### src/rtl/sa_skew_feeder.sv
// Operand staging for the 8x8 systolic tile: diagonal skew of A/B lanes plus
// sequencing of one K-step product (clear, feed, zero-drain, done pulse).
module sa_skew_feeder #(
  parameter int DRAIN_CYCLES = 18,
  parameter int LANES        = 8
) (
  input  logic               clk_i,
  input  logic               rst_i,
  input  logic               start_i,
  input  logic [7:0]         k_len_i,
  input  logic               in_valid_i,
  output logic               in_ready_o,
  input  logic [8*LANES-1:0] a_vec_i,
  input  logic [8*LANES-1:0] b_vec_i,
  output logic [8*LANES-1:0] row_x_o,
  output logic [8*LANES-1:0] col_x_o,
  output logic               pe_en_o,
  output logic               arr_clr_o,
  output logic               busy_o,
  output logic               done_o
);

  localparam int CW = $clog2(DRAIN_CYCLES + 1);

  typedef enum logic [2:0] {
    S_IDLE  = 3'd0,
    S_CLEAR = 3'd1,
    S_FEED  = 3'd2,
    S_DRAIN = 3'd3,
    S_FIN   = 3'd4
  } state_e;

  state_e        state_q, state_d;
  logic [7:0]    k_left_q, k_left_d;
  logic [CW-1:0] drain_q, drain_d;
  logic          accept;
  logic          shift_en;
  logic          clr_en;
  logic          start_ok;

  assign start_ok = start_i && (k_len_i != 8'd0);
  assign accept   = in_valid_i && in_ready_o;

  always_ff @(posedge clk_i or posedge rst_i) begin
    if (rst_i) begin
      state_q <= S_IDLE;
    end else begin
      state_q <= state_d;
    end
  end

  always_comb begin
    state_d = state_q;
    case (state_q)
      S_IDLE:  if (start_ok) state_d = S_CLEAR;
      S_CLEAR: state_d = S_FEED;
      S_FEED:  if (accept && (k_left_q == 8'd1)) state_d = S_DRAIN;
      S_DRAIN: if (drain_q == CW'(1)) state_d = S_FIN;
      S_FIN:   state_d = S_IDLE;
      default: state_d = S_IDLE;
    endcase
  end

  // Every control output decodes state only, so an async reset clears them at once.
  always_comb begin
    in_ready_o = 1'b0;
    pe_en_o    = 1'b0;
    arr_clr_o  = 1'b0;
    busy_o     = 1'b1;
    done_o     = 1'b0;
    shift_en   = 1'b0;
    clr_en     = 1'b0;
    case (state_q)
      S_IDLE:  busy_o = 1'b0;
      S_CLEAR: begin
        arr_clr_o = 1'b1;
        clr_en    = 1'b1;
      end
      S_FEED: begin
        in_ready_o = (k_left_q != 8'd0);
        pe_en_o    = 1'b1;
        shift_en   = 1'b1;
      end
      S_DRAIN: begin
        pe_en_o  = 1'b1;
        shift_en = 1'b1;
      end
      S_FIN:   done_o = 1'b1;
      default: busy_o = 1'b0;
    endcase
  end

  always_comb begin
    k_left_d = k_left_q;
    drain_d  = drain_q;
    if ((state_q == S_IDLE) && start_ok) begin
      k_left_d = k_len_i;
    end
    if (accept) begin
      k_left_d = k_left_q - 8'd1;
    end
    if (accept && (k_left_q == 8'd1)) begin
      drain_d = CW'(DRAIN_CYCLES);
    end else if (state_q == S_DRAIN) begin
      drain_d = drain_q - CW'(1);
    end
  end

  always_ff @(posedge clk_i or posedge rst_i) begin
    if (rst_i) begin
      k_left_q <= 8'd0;
      drain_q  <= '0;
    end else begin
      k_left_q <= k_left_d;
      drain_q  <= drain_d;
    end
  end

  // Lane i is a chain of i+1 registers; non-accept cycles inject zero bubbles.
  for (genvar i = 0; i < LANES; i++) begin : g_lane
    logic [7:0] a_sr_q [i+1];
    logic [7:0] b_sr_q [i+1];

    always_ff @(posedge clk_i or posedge rst_i) begin
      if (rst_i) begin
        for (int s = 0; s <= i; s++) begin
          a_sr_q[s] <= 8'h00;
          b_sr_q[s] <= 8'h00;
        end
      end else if (clr_en) begin
        for (int s = 0; s <= i; s++) begin
          a_sr_q[s] <= 8'h00;
          b_sr_q[s] <= 8'h00;
        end
      end else if (shift_en) begin
        a_sr_q[0] <= accept ? a_vec_i[8*i +: 8] : 8'h00;
        b_sr_q[0] <= accept ? b_vec_i[8*i +: 8] : 8'h00;
        for (int s = 1; s <= i; s++) begin
          a_sr_q[s] <= a_sr_q[s-1];
          b_sr_q[s] <= b_sr_q[s-1];
        end
      end
    end

    assign row_x_o[8*i +: 8] = a_sr_q[i];
    assign col_x_o[8*i +: 8] = b_sr_q[i];
  end

endmodule

### config.mk
export PLATFORM = sky130hd
export DESIGN_NAME = sa_skew_feeder
export DESIGN_NICKNAME = d
export VERILOG_FILES = /design/src/rtl/sa_skew_feeder.sv
export SDC_FILE = /design/constraint.sdc
export NUM_CORES = 1
export LEC_CHECK = 0
export CAP_MARGIN = 20
export CORE_ASPECT_RATIO = 1.4
export CORE_UTILIZATION = 45
export DETAILED_ROUTE_END_ITERATION = 8
export PLACE_DENSITY = 0.67
export SYNTH_ARGS = -nofsm -noshare
export SYNTH_HDL_FRONTEND = slang
export SYNTH_SLANG_ARGS = --single-unit
### constraint.sdc
create_clock -name clk_i -period 26.8 [get_ports clk_i]
set_clock_uncertainty 0.15 [all_clocks]
set_input_delay 2.68 -clock clk_i [delete_from_list [all_inputs] [get_ports clk_i]]
set_output_delay 2.68 -clock clk_i [all_outputs]
set_load 0.02 [all_outputs]
Word-level counts from Yosys, hierarchy flattened
Cells that the tools add are included.
Widths: inputs -> output; s select.
{ "classes": {"addsub": 2, "reduce_logical": 13, "eq_ne": 9, "mux": 61} }
{ "op_table": {"columns": ["cell", "n"], "rows": [
  ["$mux 64", 4],
  ["$mux 56", 4],
  ["$mux 48", 4],
  ["$mux 8", 22],
  ["$mux 40", 4],
  ["$mux 32", 4],
  ["$mux 24", 4],
  ["$mux 16", 4],
  ["$reduce_bool 8->1", 2],
  ["$pmux 3 s4", 1],
  ["$mux 5", 2],
  ["$mux 3", 3],
  ["$eq 8x1->1 const B", 1],
  ["$sub 8x1->8 const B", 1],
  ["$eq 3x2->1 const B", 2],
  ["$ne 2x2->1 const B", 3],
  ["$reduce_bool 2->1", 3],
  ["$eq 5x1->1 const B", 1],
  ["$mux 1", 5],
  ["$sub 5x1->5 const B", 1],
  ["$logic_and 1x1->1", 4],
  ["$reduce_or 4->1", 1],
  ["$eq 3x1->1 const B", 1],
  ["$eq 3x3->1 const B", 1],
  ["other kinds (3)", 3]
]} }
{ "totals": {"wordCells": 160, "reg_bits": 592, "output_inout_bits": 133, "in_bits": 140} }

Depth between registers and ports, before layout
{ "logic_depth": {"depth_word": 6, "depth_mapped": 7, "mapped_depth_nobuf": 6} }

Worst setup path after synthesis
Ideal clock, no wire load.
{ "synth_timing": {"path_type": "input-to-reg", "startpoint": "input port k_len_i[2]", "endpoint": "register k_left_q[2]", "cell_stages": 4, "path_buffers": 0, "required_time_ps": 26527, "setup_ps": 123, "t_arrival_ps": 3917, "setup_slack_ps": 22610, "path_cell_list": "or4_1 > o21ba_2 > mux2_2 > o221a_1"} }
{ "synth_via": {"elab_chain_cells": 4, "word_cells_on_any_way": 6, "classes_between": "2 x mux; 4 x reduce/logical"} }
{ "synth_rtl": {"columns": ["element", "line", "text"], "rows": [
  ["from (decl)", "10", "input logic [7:0] k_len_i,"],
  ["$reduce_bool 8->1", "41", "assign start_ok = start_i && (k_len_i != 8'd0);"],
  ["$logic_and 1x1->1", "41", null],
  ["$logic_and 1x1->1", "96", "if ((state_q == S_IDLE) && start_ok) begin"],
  ["$reduce_bool 2->1 (no source line)", null, null],
  ["to (signal assigned)", "114", "k_left_q <= k_left_d;"],
  ["to (decl)", "34", "logic [7:0] k_left_q, k_left_d;"]
]} }
Several ways; a longest one is shown, not always the timed one. The select of a mux whose other input is x is not followed.
A chain may end at the register's enable or synchronous reset.

Final worst setup path
{ "layout_timing": {"startpoint": "register state_q[2]", "endpoint": "output port in_ready_o"} }
{ "layout_via": {"elab_chain_cells": 2} }
{ "layout_rtl": {"columns": ["element", "line", "text"], "rows": [
  ["from (decl)", "33", "state_e state_q, state_d;"],
  ["from (signal assigned)", "48", "state_q <= state_d;"],
  ["$eq 3x2->1", "73", "case (state_q)"],
  ["$mux 1", "73", null],
  ["to (decl)", "12", "output logic in_ready_o,"]
]} }
No other way between the ends.

==> results by group <==
Timing
  • Fmax: 0.1720 GHz
  • Tcrit/Tclk final: a little over a fifth
  • Max-slew violations: 0
  • RSZ-0062 raised after global routing: no
  • Fin worst setup slack: roughly 21 ns
  • Tmin final: 5.815 ns
  • Relative slew slack: between 10% and 20%
  • Setup TNS: 0 ns
  • Final hold vios: 0
  • Final setup viols: 0
  • Worst-margin pin slew: 1.225 ns

Yosys
  • Synth top cells by count: dfrtp_1, a22o_1, buf_4
  • Cell type with the highest aggregate area in the netlist: dfrtp_1
  • Yosys reg bits: between 500 and 600
  • Top area cells in the synthesized netlist: dfrtp_1, a22o_1, buf_4, buf_2, clkbuf_1
  • Post-synth top area share: 67.60%
  • Post-synthesis area per instance: 14.67 µm²
  • Gate Count Post-Synth: between 1000 and 1500
  • Seq/Total Area, Yosys: a little under 70%
  • Synth Warn #: 0
  • Post-Syn Area: around 22000 µm²
  • Top FF cell, synth: dfrtp_1
  • Top-count cell post-synth: dfrtp_1
  • EDFF count, synth: 0
  • Synth cell types: 47
  • FFs w/ async S/R, synth: 100.0%
  • Post-synth net total: 1639

Die
  • Ports: 273
  • FP Rows: 95
  • Die X: approximately 190 µm
  • Die ar.: between 40000 and 50000 µm²
  • Initial Util: a little under half
  • Die H: about 260 µm
  • Core area: approximately 48000 µm²

Power and ir drop
  • Power Dens Cells: around 120 nW/µm²
  • NetSw: between 0.001 and 0.0015 W
  • Sw Ratio: approximately a third
  • IR drop worst, VDD: a little over 0.09 mV
  • Sequential cell fraction of total power: between 40% and 50%
  • P_leak: 12.44 nW
  • Internal power: roughly 0.0022 W
  • Combinational share of power: between 30% and 40%
  • Clk pwr share: roughly a quarter

Clock network
  • Total CTS buffers: 55
  • # clock sinks: 592
  • Clk slew on worst S/H paths: around 0.060 ns
  • Post-CTS Setup Repair Bufs: 0
  • Clk Latency, worst-skew pair: between 0.5 and 0.6 ns
  • TritonCTS clock tree: yes
  • Root buf cell: clkbuf_16
  • Clk buf depth: 3
  • Number of gates resized after CTS: 0
  • Hold buffers post-CTS: 0
  • CTS H-Tree Depth: 2

Routing
  • First-pass DRT Iterations: 4
  • Routed vias: ~13000
  • Vias/cell: around 5.5
  • Top routing layer used: met5
  • Post-route DRC: 0
  • Drt wl/cell: approximately 18 µm
  • Met1 WL: 18.11 mm
  • Post-route ant nets: 0
  • DR WL met3: about 2.6 mm
  • DRT Wirelength: approximately 40 mm
  • 1st-iter DRT viols: between 800 and 900
  • WL met2: 19.17 mm

Cells and area
  • Fin cells: about 2300
  • Layout cells sized above 1: between 7 and 8%
  • Layout area overhead: 19.17%
  • Finished Core Util: between 50% and 60%
  • Nets@finish: ~1700

Place
  • Placed insts: 2166
  • RePlAce Congestion: between 0.7 and 0.8
  • Post-DP HPWL: roughly 24 mm
  • IO buf count: 272
  • Dpl ws: approximately 21 ns

Critical path
  • CP arrival: about 3 ns
  • RR Startpoint: state_q[2]
  • WP data required: roughly 24 ns
  • CP Capture Type: output pin
  • R2r worst-path depth: 5
  • R2R setup slack: 23.05 ns
  • Setup CP Type: flip-flop to output pin
  • Reg-to-reg endpoint: g_lane[6].a_sr_q[23]
  • CP max FO: between 150 and 200
  • Critical path launch point type: flip-flop

Min path
  • Hold/Removal Path Class: flip-flop to flip-flop
  • Min-Delay Path Depth: 1
  • Worst hold start: g_lane[7].a_sr_q[37]
  • Hold EP: g_lane[7].a_sr_q[29]

GRT
  • Gr ovfl total: 0
  • Vias in the first global route: 12890
  • Initial antenna violation count: 8
  • Largest net degree at the start of global routing: ~250
  • All-Layer GR Usage: roughly 17%
  • First-pass GRT wire length: around 70 mm

Flow run
  • Maxcap violations: 0

Status
  • Outcome: completed
-- cells by family (layout without fill, tap and decap cells) --
group	after synthesis	count (layout)	share of synthesized area (%)
adders and majority gates	5	5	0.2855
xor gates and xnor gates	4	4	0.1599
and+or+nand+nor	41	41	1.136
other	0	2	0
DFF	592	592	67.60
buffers and inverters	250	395	6.657
AOI/OAI and AO/OA	595	595	23.82
muxes	7	7	0.3426
-- critical path, stage by stage, from the launching register on --
cell and delay, ns:
dfrtp_1 0.45, nand2b_1 0.27, inv_8 0.64, nand2b_1 0.17, a31oi_1 0.25, clkdlybuf4s50_1 0.65
-- cells in the final DEF (no fill, tap or decap), types with 2 or more instances in the layout --
cell type	n
dfrtp_1	592
a22o_1	576
clkdlybuf4s50_1	272
clkbuf_16	55
clkbuf_8	19
nor2_1	10
clkbuf_1	10
buf_4	9
clkinv_2	8
inv_1	6
bufinv_16	6
o221a_1	5
ha_1	5
nand3_1	4
nand4_1	4
mux2_2	4
buf_12	4
xnor2_1	3
nor3_1	3
mux2i_1	3
diode_2	2
nand2b_1	2
inv_8	2
a31oi_1	2
nor4_1	2
nor2b_1	2
or4_1	2
nand2_1	2
inv_6	2
-- per-stage QoR --
step | power, W | area (µm²) | hold WS [ns]
3_5_place_dp | 0.002451 | 24140 | 0.3265
2_1_floorplan | 0.002220 | 21910 | 0.3162
3_3_place_gp | 0.002414 | 24140 | 0.3270
5_1_grt | 0.003438 | 26120 | 0.3451
6_report | 0.003237 | 26120 | 0.3348
4_1_cts | 0.003283 | 26060 | 0.3391
-- layer usage --
layer / GRT usage, % / up-vias
met2: 25.53 / 270
met1: 23.60 / 6450
li1: - / 5787
met5: 0 / -
met4: 6.103 / 12
met3: 4.693 / 78
-- flip-flops by register name, indices dropped and copies added, names as in the netlist --
name / flops
col_x_o: 56
drain_q: 5
g_lane.a_sr_q: 232
g_lane.b_sr_q: 232
k_left_q: 8
row_x_o: 56
state_q: 3
-- layout make-up --
| cell class | count | area, µm² |
|---|---|---|
| clock buffer | 84 | 1675 |
| antenna | 2 | 5.005 |
| clock inverter | 17 | 245.2 |
| inverter | 8 | 45.04 |
| tap | 630 | 788.3 |
| sequential | 592 | 14810 |
| multi-input combinational | 652 | 5644 |
| fill | 3954 | 21910 |
| timing repair buffer | 286 | 2898 |
-- power groups by stage --
stage	Combinational (W)	Clock [W]	Sequential [W]
detailed placement	0.000996	0	0.00146
CTS	0.00100	0.000838	0.00144
global route	0.00108	0.000872	0.00149
finish	0.000986	0.000810	0.00144
global placement	0.000971	0	0.00144
floorplan	0.000814	0	0.00141
-- worst max path at each step --
stage	startpoint	to	slack (ns)	depth (start not counted)
after floorplan	rst_i	col_x_o[10]	7.40	1
after global placement	rst_i	g_lane[5].a_sr_q[17]	20.97	4
after detailed placement	rst_i	row_x_o[41]	20.90	4
after CTS	state_q[2]	in_ready_o	20.93	5
after global routing	state_q[2]	in_ready_o	20.80	5
final	state_q[2]	in_ready_o	20.98	5
Power figures use the tool's default switching activity.
